## src/rtl/vmx_sync_fifo.sv

```systemverilog
// Parametrised synchronous FIFO with optional first-word-fall-through output stage,
// threshold flags, occupancy count, sticky error flags and synchronous flush.
module vmx_sync_fifo #(
  parameter int DATA_WIDTH    = 32,
  parameter int ADDR_WIDTH    = 4,
  parameter int FWFT          = 0,
  parameter int AFULL_THRESH  = (2 ** ADDR_WIDTH) - 2,
  parameter int AEMPTY_THRESH = 2
) (
  input  logic                  clk,
  input  logic                  rst_n,
  input  logic                  flush,
  input  logic                  wr_en,
  input  logic [DATA_WIDTH-1:0] din,
  output logic                  full,
  output logic                  almost_full,
  input  logic                  rd_en,
  output logic [DATA_WIDTH-1:0] dout,
  output logic                  empty,
  output logic                  almost_empty,
  output logic [ADDR_WIDTH:0]   count,
  output logic                  overflow,
  output logic                  underflow
);

  localparam int                  DEPTH    = 2 ** ADDR_WIDTH;
  localparam logic [ADDR_WIDTH:0] DEPTH_C  = (ADDR_WIDTH + 1)'(DEPTH);
  localparam logic [ADDR_WIDTH:0] AFULL_C  = (ADDR_WIDTH + 1)'(AFULL_THRESH);
  localparam logic [ADDR_WIDTH:0] AEMPTY_C = (ADDR_WIDTH + 1)'(AEMPTY_THRESH);
  localparam logic [ADDR_WIDTH:0] CNT_ZERO = (ADDR_WIDTH + 1)'(0);
  localparam logic [ADDR_WIDTH:0] CNT_ONE  = (ADDR_WIDTH + 1)'(1);
  localparam logic [ADDR_WIDTH-1:0] PTR_ONE = ADDR_WIDTH'(1);

  logic [DATA_WIDTH-1:0] mem_q [DEPTH];
  logic [ADDR_WIDTH-1:0] wr_ptr_q, wr_ptr_d, rd_ptr_q, rd_ptr_d;
  logic [ADDR_WIDTH:0]   count_q, count_d, mem_cnt_s;
  logic [DATA_WIDTH-1:0] dout_q, dout_d;
  logic                  valid_q, valid_d;
  logic                  full_q, full_d, afull_q, afull_d;
  logic                  empty_q, empty_d, aempty_q, aempty_d;
  logic                  ovf_q, ovf_d, udf_q, udf_d;
  logic                  wr_acc_s, rd_acc_s, bypass_s, mem_we_s;

  // Next-state logic: acceptance is judged on the registered flags of this cycle.
  always_comb begin
    wr_acc_s  = wr_en && !full_q && !flush;
    rd_acc_s  = rd_en && !empty_q && !flush;
    // Words held in the array, excluding one parked in the FWFT output stage.
    mem_cnt_s = count_q - {{ADDR_WIDTH{1'b0}}, valid_q};
    // FWFT pop of the last word with a concurrent push keeps the output stage busy.
    bypass_s  = (FWFT != 0) && wr_acc_s && rd_acc_s && (mem_cnt_s == CNT_ZERO);
    mem_we_s  = wr_acc_s && !bypass_s;
    wr_ptr_d  = wr_ptr_q;
    rd_ptr_d  = rd_ptr_q;
    count_d   = count_q;
    dout_d    = dout_q;
    valid_d   = valid_q;
    ovf_d     = ovf_q;
    udf_d     = udf_q;
    if (flush) begin
      wr_ptr_d = '0;
      rd_ptr_d = '0;
      count_d  = '0;
      valid_d  = 1'b0;
      ovf_d    = 1'b0;
      udf_d    = 1'b0;
    end else begin
      ovf_d = ovf_q || (wr_en && full_q);
      udf_d = udf_q || (rd_en && empty_q);
      if (mem_we_s) begin
        wr_ptr_d = wr_ptr_q + PTR_ONE;
      end else begin
        wr_ptr_d = wr_ptr_q;
      end
      case ({wr_acc_s, rd_acc_s})
        2'b10:   count_d = count_q + CNT_ONE;
        2'b01:   count_d = count_q - CNT_ONE;
        default: count_d = count_q;
      endcase
      if (FWFT != 0) begin
        if (bypass_s) begin
          dout_d  = din;
          valid_d = 1'b1;
        end else if ((rd_acc_s || !valid_q) && (mem_cnt_s != CNT_ZERO)) begin
          dout_d   = mem_q[rd_ptr_q];
          rd_ptr_d = rd_ptr_q + PTR_ONE;
          valid_d  = 1'b1;
        end else if (rd_acc_s) begin
          valid_d = 1'b0;
        end else begin
          valid_d = valid_q;
        end
      end else begin
        valid_d = 1'b0;
        if (rd_acc_s) begin
          dout_d   = mem_q[rd_ptr_q];
          rd_ptr_d = rd_ptr_q + PTR_ONE;
        end else begin
          dout_d = dout_q;
        end
      end
    end
    full_d   = (count_d == DEPTH_C);
    afull_d  = (count_d >= AFULL_C);
    aempty_d = (count_d <= AEMPTY_C);
    empty_d  = (FWFT != 0) ? !valid_d : (count_d == CNT_ZERO);
  end

  // Control, flag and output-stage registers.
  always_ff @(posedge clk or negedge rst_n) begin
    if (!rst_n) begin
      wr_ptr_q <= '0;
      rd_ptr_q <= '0;
      count_q  <= '0;
      dout_q   <= '0;
      valid_q  <= 1'b0;
      full_q   <= 1'b0;
      afull_q  <= 1'b0;
      empty_q  <= 1'b1;
      aempty_q <= 1'b1;
      ovf_q    <= 1'b0;
      udf_q    <= 1'b0;
    end else begin
      wr_ptr_q <= wr_ptr_d;
      rd_ptr_q <= rd_ptr_d;
      count_q  <= count_d;
      dout_q   <= dout_d;
      valid_q  <= valid_d;
      full_q   <= full_d;
      afull_q  <= afull_d;
      empty_q  <= empty_d;
      aempty_q <= aempty_d;
      ovf_q    <= ovf_d;
      udf_q    <= udf_d;
    end
  end

  // Storage array; contents are deliberately left unreset.
  always_ff @(posedge clk) begin
    if (mem_we_s) begin
      mem_q[wr_ptr_q] <= din;
    end
  end

  assign full         = full_q;
  assign almost_full  = afull_q;
  assign empty        = empty_q;
  assign almost_empty = aempty_q;
  assign count        = count_q;
  assign dout         = dout_q;
  assign overflow     = ovf_q;
  assign underflow    = udf_q;

endmodule

```

## config.mk

```make
export PLATFORM = sky130hd
export DESIGN_NAME = vmx_sync_fifo
export DESIGN_NICKNAME = d
export VERILOG_FILES = /design/src/rtl/vmx_sync_fifo.sv
export SDC_FILE = /design/constraint.sdc
export NUM_CORES = 1
export LEC_CHECK = 0
export CAP_MARGIN = 20
export CORE_ASPECT_RATIO = 0.5
export CORE_MARGIN = 10
export CORE_UTILIZATION = 55
export DETAILED_ROUTE_END_ITERATION = 6
export GPL_TIMING_DRIVEN = 0
export PLACE_DENSITY = 0.73
export SYNTH_ARGS = -nofsm -noshare
export SYNTH_HDL_FRONTEND = slang
export SYNTH_SLANG_ARGS = --single-unit
```

## constraint.sdc

```tcl
create_clock -name clk -period 3.86 [get_ports clk]
set_input_delay 0.772 -clock clk [delete_from_list [all_inputs] [get_ports clk]]
set_output_delay 0.772 -clock clk [all_outputs]
set_load 0.02 [all_outputs]
```

== After elaboration in Yosys (flattened, before gate mapping) ==
Memories as Yosys holds them, arrays and structs flattened. A register that Yosys moved wholly into a read port is not among the register bits.
Cells that the tools add are included.

* Output and inout port bits: 43
* Memories kept: 1
* Bits in writable memories: 512
* Logic and storage cells: 46
* Input bits: 37
* Register bits after elaboration: 19

* Magnitude comparators: 2
* Reductions and logical operators: 16
* $add $sub $neg: 4
* Mux-type cells: 10
* Equality and inequality tests: 3
* Bitwise gates (word level): 1

{| class="wikitable"
|+ Memories
! memory !! words !! bits a word !! rd ports !! clocked after memory_dff !! wr ports !! RTL line !! text
|-
| mem_q || 16 || 32 || 1 || 1 || 1 || 34 || <nowiki>logic [DATA_WIDTH-1:0] mem_q [DEPTH];</nowiki>
|}

{| class="wikitable"
|+ Operators by type and width
! cell !! count
|-
| $mux W4 || 4
|-
| $pmux W5 S2 || 1
|-
| $add A4 B1 Y4 const B || 2
|-
| $logic_and A1 B1 Y1 || 6
|-
| $add A5 B1 Y5 const B || 1
|-
| $eq A5 B5 Y1 const B || 1
|-
| $ge A5 B4 Y1 const B || 1
|-
| $le A5 B2 Y1 const B || 1
|-
| $logic_not A5 Y1 || 1
|-
| $mux W5 || 1
|-
| $sub A5 B1 Y5 const B || 1
|-
| $logic_not A1 Y1 || 4
|-
| $mux W1 || 4
|-
| $reduce_bool A2 Y1 || 2
|-
| $eq A2 B1 Y1 const B || 1
|-
| $eq A2 B2 Y1 const B || 1
|-
| $logic_or A1 B1 Y1 || 2
|-
| $reduce_and A2 Y1 || 1
|-
| $not A1 Y1 || 1
|}

== Longest topological paths before layout ==
Gate-level depths: netlist (run 1).

* Depth in word-level cells: 7
* Depth in mapped cells: 15
* Gate-level depth less buffers: 12

== Least setup slack after synthesis (run 1) ==
Ideal clock, no wire load.

* Kind: input -> register
* Start point: input wr_en
* End point: memory mem_q[12][0], enable pin
* Slack: -0.140 ns
* Arrival time: 3.539 ns
* Setup time: 0.461 ns
* Required time: 3.399 ns
* Cell stages on the path: 4
* Path buffers: 1
* Cells stage by stage: nor2b_1 > clkbuf_1 > nand3_1 > nor3_1

* Longest elaborated chain between the ends: 4

{| class="wikitable"
|+ Ends and longest elaborated chain
! item !! RTL line !! text
|-
| start, declared || 13 || <nowiki>input logic wr_en,</nowiki>
|-
| $logic_and A1 B1 Y1 (2 in a row) || 46 || <nowiki>wr_acc_s = wr_en && !full_q && !flush;</nowiki>
|-
| $mux W1 || 140 || <nowiki>if (mem_we_s) begin</nowiki>
|-
| $mux W1 (implied by the code) || 141 || <nowiki>mem_q[wr_ptr_q] <= din;</nowiki>
|-
| end, declared || 34 ||
|}

Every way passes these cells.

== Final worst setup path (run 1) ==
* Start point: input rd_en
* End point: register aempty_q, in the netlist almost_empty

* Longest elaborated chain between the ends: 6
* Elaborated cells on any way between the ends: 7
* Those cells by class: order compare (1); eq/ne (2); mux (2); reduce/logical (2)

{| class="wikitable"
|+ Ends and longest elaborated chain
! item !! RTL line !! text
|-
| start, declared || 17 || <nowiki>input logic rd_en,</nowiki>
|-
| $logic_and A1 B1 Y1 (*) (2 in a row) || 47 || <nowiki>rd_acc_s = rd_en && !empty_q && !flush;</nowiki>
|-
| $eq A2 B1 Y1 or $eq A2 B2 Y1 (tied branches) || 75 || <nowiki>case ({wr_acc_s, rd_acc_s})</nowiki>
|-
| $pmux W5 S2 (*) || 75 ||
|-
| $mux W5 (*) || 60 || <nowiki>if (flush) begin</nowiki>
|-
| named net count_d[4] || 36 || <nowiki>logic [ADDR_WIDTH:0] count_q, count_d, mem_cnt_s;</nowiki>
|-
| $le A5 B2 Y1 (*) || 105 || <nowiki>aempty_d = (count_d <= AEMPTY_C);</nowiki>
|-
| named net aempty_d || 40 || <nowiki>logic empty_q, empty_d, aempty_q, aempty_d;</nowiki>
|-
| end signal, assigned || 132 || <nowiki>aempty_q <= aempty_d;</nowiki>
|-
| end, declared || 40 ||
|}

The timed path passes the listed nets; every way through them passes the cells marked *.
A chain may end at the register's enable or synchronous reset.

==> results of run 1 <==
[worst min-delay path by stage]
stage                         start     endpoint  cells past startpoint
after global placement     overflow     overflow                      2
after global routing          rst_n     dout[16]                      1
final                         rst_n     dout[16]                      1
after CTS                     rst_n     dout[16]                      1
after detailed placement  underflow    underflow                      2
after floorplan               rst_n  almost_full                      0
[routing by layer]
metal / GRT usage / share of wire / vias up / routed length (µm)
li1: - / - / 4405 / -
met1: 0.2810 / 0.41 / 5626 / 19700
met2: 0.3273 / 0.50 / 434 / 23710
met3: 0.03198 / 0.070 / 68 / 3313
met4: 0.04640 / 0.018 / 0 / 839
met5: 0 / 0 / - / 0
[worst reg2reg max path, stage by stage (launching register included)]
cell      delay (ps)
dfstp_2          380
nor2b_1          170
clkbuf_1         370
nand2_4          310
inv_1            190
ha_1             300
xor2_1           110
ha_1             230
nor3b_1          150
o32ai_1          350
xor2_1           110
nand2_1          110
inv_1            100
nor4_1           290
[stage by stage]
stage          utilization  TNS [ps]
2_1_floorplan            -    -17940
3_3_place_gp        0.5931   -884470
3_5_place_dp        0.6067     -7088
4_1_cts             0.6521         0
5_1_grt             0.6522         0
6_report            0.6522         0
[power by group through the flow]
stage	clock network [mW]	logic, mW	registers [mW]
2_1_floorplan	0	0.660	7.29
3_3_place_gp	0	1.47	7.13
3_5_place_dp	0	1.53	7.13
4_1_cts	5.43	1.54	7.00
5_1_grt	5.69	1.62	7.02
6_report	5.37	1.52	7.00
[cells by family after synthesis]
kind of cell	count (synthesis)	synth area share
AOI/OAI and AO/OA	46	0.01888
xor gates and xnor gates	11	0.004459
adders and majority gates	8	0.004633
buffers and inverters	66	0.01378
DFF	563	0.7708
muxes	196	0.1668
and+or+nand+nor	93	0.02062
[flip-flops by register name, indices dropped and copies added (netlist names), 4 cells and up]
| name | flops |
|---|---|
| count | 5 |
| dout | 32 |
| mem_q | 512 |
| rd_ptr_q | 4 |
| wr_ptr_q | 4 |
[cell type report]
cell class                      instances  share of cell area
Antenna cell                            1          0.00009873
Tap cell                              530             0.02616
Clock inverter                         27             0.01772
Timing Repair Buffer                  103             0.04724
Sequential cell                       563              0.6571
Clock buffer                           60             0.05198
Inverter                                8            0.001185
Buffer                                 56             0.01027
Multi-Input combinational cell        354              0.1883
[cell usage in the layout, fill, tap and decap left out, types with 10 or more instances in the layout]
cell / count
clkbuf_1: 39
nor2_4: 12
nor3_1: 34
buf_2: 11
mux2_2: 33
a221o_1: 32
mux4_2: 128
mux2i_1: 35
nor2_1: 16
dfrtp_1: 49
edfxtp_1: 512
clkdlybuf4s50_1: 77
buf_12: 10
buf_6: 14
bufinv_16: 12
clkbuf_16: 49
==> flow_summary.toml, run 1 <==
[place]
place_area_um2 = 23580
dp_slack_ps = -1141
numPlacedInstances = 1616
place.gp.congestion = 0.7896
dp_hpwl_mm = 30.19
numPortBuffers = 78

[worst_setup_path]
max_stage_delay_ps = 470
ff2ff_setup_slack_ps = 600
worstSetupStartpoint = "rd_en"
cpLargestDelayFamily = "buffers and inverters"
rr_worst_depth = 13
r2r_end = "almost_empty"
worstPathArrival_ps = 4060
worst_setup_path_start_kind = "primary input"
crit_type = "primary input to register"
critPathCaptureType = "register"
critPathBufInv = 4
worst-path-max-fanout = 20
critPathRequiredTime_ps = 4330
crit_slowest_cell = "clkdlybuf4s50_1"
cp_num_cells = 14
crit_path_end = "almost_empty"
reg2reg_from = "empty"
crit_chain = "clkdlybuf4s50_1 > nor2b_1 > clkbuf_1 > nand2_4 > inv_1 > ha_1 > xor2_1 > ha_1 > nor3b_1 > o32ai_1 > xor2_1 > nand2_1 > inv_1 > nor4_1"

[die]
dieArea_um2 = 48090
num_rows = 51
io-pin-count = 80
die_h_um = 160.2
core_um2 = 38860
start_util = 0.5560
dieWidth_um = 300.3

[route]
vias_per_cell = 6.189
wl_per_cell_um = 27.95
drc = 0
drtAntennaViolNets = 0
vias = 10530
wl_mm = 47.57
firstDrtPassIters = 5
drt_iter0_markers = 1142

[global_routing]
overflow = 0
grt_first_pass_wirelength_mm = 72.26
antenna_found_initial = 1
grt_pass1_vias = 11120
track_usage = 0.2000
grt_start_max_net_pins = 34

[logic_synthesis]
ys_types = 36
syn_inst = 983
ys_seq_area_frac = 0.7708
synth_area_um2 = 21610
synth_top_area_cell = "edfxtp_1"
syn_area_per_cell_um2 = 21.98
synth-async-reset-ratio = 0.09059
synth_top_area_frac = 0.7116
synth.most_common_cell = "edfxtp_1"
synth.area.top_cells = "edfxtp_1 71%, mux4_2 13%, dfrtp_1 5.7%"
ys_ff_latch = 563
synth_nets = 1028
synthFlopType = "edfxtp_1"
synth-edff-count = 512
yosysWarnings = 0
synth_top_cells_by_count = "512 x edfxtp_1, 128 x mux4_2, 49 x dfrtp_1"

[sta]
max_slew_margin = 0.2921
skew_ps = 12.21
fmax_mhz = 279.0
finalCritPeriodShare = 0.9286
setup_viol = 0
fin_crit_ps = 3585
hold_ws_ps = 200.7
grt_setup_unrepaired = "false"
fin_ws_ps = 275.5
tightestPinTransition_ps = 1062
finalHoldViolCount = 0
slew_viol_final = 0

[power]
p_leak_nw = 7.977
p_int_mw = 10.85
combPwrFrac = 0.109
vdd_ir_drop_max_mv = 0.3641
p_per_area_nw_per_um2 = 548.2
swShare = 0.2189
pwr-share-clk = 0.387
p_total_mw = 13.89
power_frac_seq = 0.504
switchingPower_mw = 3.041

[cells_and_area]
n_fill_cell = 2441
area_growth_pct = 17.31
register_area_um2 = 16650
fin_cells = 1702
multi_input_area_um2 = 4772
drive_gt1_frac = 0.2570
final_area_um2 = 25350
layout.nets = 1178

[clock_network]
cts_hold_buf = 0
tritoncts = "built"
clock_latency_ps = 570
postCtsSetupRepairBufs = 0
path_clk_slew_ps = 70
cts_sinks = 563
htree_levels = 2
clock_path_buffers = 3
cts_root_buf = "clkbuf_16"
cts_buffers = 47
cts_resized = 2

[job]
maxCapViolations = 0

[run_status]
outcome = "complete, no violations"

[worst_hold_path]
hold_class = "primary input to async pin"
No activity file was read; power rests on OpenSTA's default activity.
==> run 2: changes to the inputs <==
CTS_CLUSTER_SIZE = 8   (was default)
PLACE_DENSITY = 0.78   (was 0.73)
==> run 2 against run 1 <==
First-iteration DRC count is 47% higher. Via count rose by 7.5%. Combinational power grew 4%. Total power is 9.8% higher. Global-route usage rose by 2.7 points. Clock power grew 23%. Final cell count increased by 3.5%. Sequential cell count unchanged. Critical endpoint unchanged.
==> flow_summary.toml, run 2 (synthesis gave the netlist of run 1 again) <==
[run_status]
outcome = "complete, no violations"

[sta]
finalCritPeriodShare = 0.9357
skew_ps = 18.57
fin_crit_ps = 3612
finalHoldViolCount = 0
setup_viol = 0
slew_viol_final = 0
grt_setup_unrepaired = "false"
tightestPinTransition_ps = 1120
fmax_mhz = 276.9
max_slew_margin = 0.2490

[die]
dieWidth_um = 300.3
num_rows = 51
dieArea_um2 = 48090
die_h_um = 160.2
start_util = 0.5560
core_um2 = 38860
io-pin-count = 80

[clock_network]
cts_root_buf = "clkbuf_16"
postCtsSetupRepairBufs = 0
path_clk_slew_ps = 50
htree_levels = 3
tritoncts = "built"
cts_hold_buf = 0
cts_buffers = 80
clock_path_buffers = 3
cts_sinks = 563
clock_latency_ps = 600

[worst_setup_path]
crit_slowest_cell = "clkdlybuf4s50_1"
worst-path-max-fanout = 20
max_stage_delay_ps = 480
worst_setup_path_start_kind = "primary input"
critPathRequiredTime_ps = 4340
worstPathArrival_ps = 4090
critPathCaptureType = "register"
crit_chain = "clkdlybuf4s50_1 > nor2b_1 > clkbuf_2 > nand2_4 > inv_1 > ha_1 > xor2_1 > ha_1 > nor3b_1 > o32ai_1 > xor2_1 > nand2_1 > inv_1 > nor4_1"
crit_type = "primary input to register"

[route]
firstDrtPassIters = 5
wl_per_cell_um = 30.64
drt_iter0_markers = 1675
drc = 0
vias_per_cell = 6.427
wl_mm = 54.00
drtAntennaViolNets = 0
vias = 11320

[cells_and_area]
n_fill_cell = 2236
final_util = 0.6690
layout.nets = 1211
final_cell_mix = "512 x edfxtp_1, 128 x mux4_2, 91 x clkbuf_1"
area_growth_pct = 20.34
register_area_um2 = 16650
largest_reg_flops = 512
drive_gt1_frac = 0.2543
multi_input_area_um2 = 4772
final_common_cell = "edfxtp_1"
max_flop_register = "mem_q"

[global_routing]
grt_start_max_net_pins = 34
antenna_found_initial = 1
track_usage = 0.2266
overflow = 0
grt_pass1_vias = 12200
grt_first_pass_wirelength_mm = 80.84

[job]
maxCapViolations = 0

[power]
p_per_area_nw_per_um2 = 586.5
p_total_mw = 15.25
p_leak_nw = 8.275
vdd_ir_drop_max_mv = 0.3201

[worst_hold_path]
hold_class = "primary input to async pin"

[place]
numPortBuffers = 78
place.gp.congestion = 0.7799
dp_hpwl_mm = 30.80
==> run 2: changes by cell type in the layout (fill, tap and decap cells not counted), moves of 5 or more <==
cell       before  now
clkbuf_1       39   91
clkbuf_16      49   86
bufinv_16      12    0
buf_12         10    5
buf_16          3    8
clkbuf_8        5    0
clkinv_2        5    0
==> run 2: per-layer routing <==
metal,vias up,GRT usage,share of wire
met5,-,0,0
met4,0,0.08646,0.034
met3,144,0.05466,0.10
met2,789,0.3731,0.50
met1,5884,0.2898,0.36
li1,4507,-,-
==> run 2: final cells by class <==
cell class | count | area share
clock buffers | 145 | 0.09129
plain buffers | 56 | 0.01006
inverters | 8 | 0.001155
repair buffers | 103 | 0.04692
clock inverters | 2 | 0.0009143
multi-input cells | 354 | 0.1835
well taps | 530 | 0.02551
flip-flops and latches | 563 | 0.6405
diodes | 1 | 0.00009625
==> run 2: worst paths after layout <==
| check | from | slack [ps] | cells after the start | end |
|---|---|---|---|---|
| max reg2reg | empty | 520 | 13 | almost_empty |
| min in group clk | flush | 500 | 2 | rd_ptr_q[3] |
| min | rst_n | 210 | 1 | dout[19] |
| max in group asynchronous | rst_n | 2920 | 2 | almost_empty |
| min reg2reg | overflow | 510 | 2 | overflow |
| max | rd_en | 250 | 14 | almost_empty |
==> run 2: where the power goes <==
part | internal, mW | total, mW | switching, mW
logic | 0.766 | 1.58 | 0.816
clock network | 4.11 | 6.63 | 2.52
registers | 6.88 | 7.03 | 0.155
==> run 2: critical path, delay by kind of cell <==
kind                     cells  cell delay, ps
buffers and inverters        4            1050
XOR/XNOR                     2             230
adder cells (fa/ha/maj)      2             530
AO/OA/AOI/OAI                1             420
AND/OR/NAND/NOR              5            1050
==> run 2: what timing repair did <==
action | 4_1_cts | 5_1_grt
setup endpoints to repair | 7 | 5
resized for setup | 3 | 1
hold endpoints to repair | 0 | 0
==> run 2: stage by stage <==
stage / setup WS [ps] / cell area (µm²) / cells / hold WS, ps / TNS (ps)
finish: 248.1 / 26000 / 1762 / 210.3 / 0
global route: 55.42 / 26000 / 1762 / 211.9 / 0
CTS: 69.11 / 26000 / 1762 / 199.6 / 0
detailed placement: -1099 / 23600 / 1616 / 496.8 / -6682
global placement: -3070 / 23050 / 1591 / 488.0 / -859650
floorplan: -140.2 / 21610 / 983 / 476.4 / -17940
==> run 3: changes to the inputs <==
--- a/constraint.sdc
+++ b/constraint.sdc
@@ -3,2 +3,2 @@
 set_output_delay 0.772 -clock clk [all_outputs]
-set_load 0.02 [all_outputs]
+set_load 0.005 [all_outputs]
==> results of run 3 <==
Same layout as run 2 (identical final DEF). Status: complete, no violations.
Main changes from that run: total power 15.25 mW -> 15.05 mW; worst IR drop on VDD 0.3201 mV -> 0.3179 mV
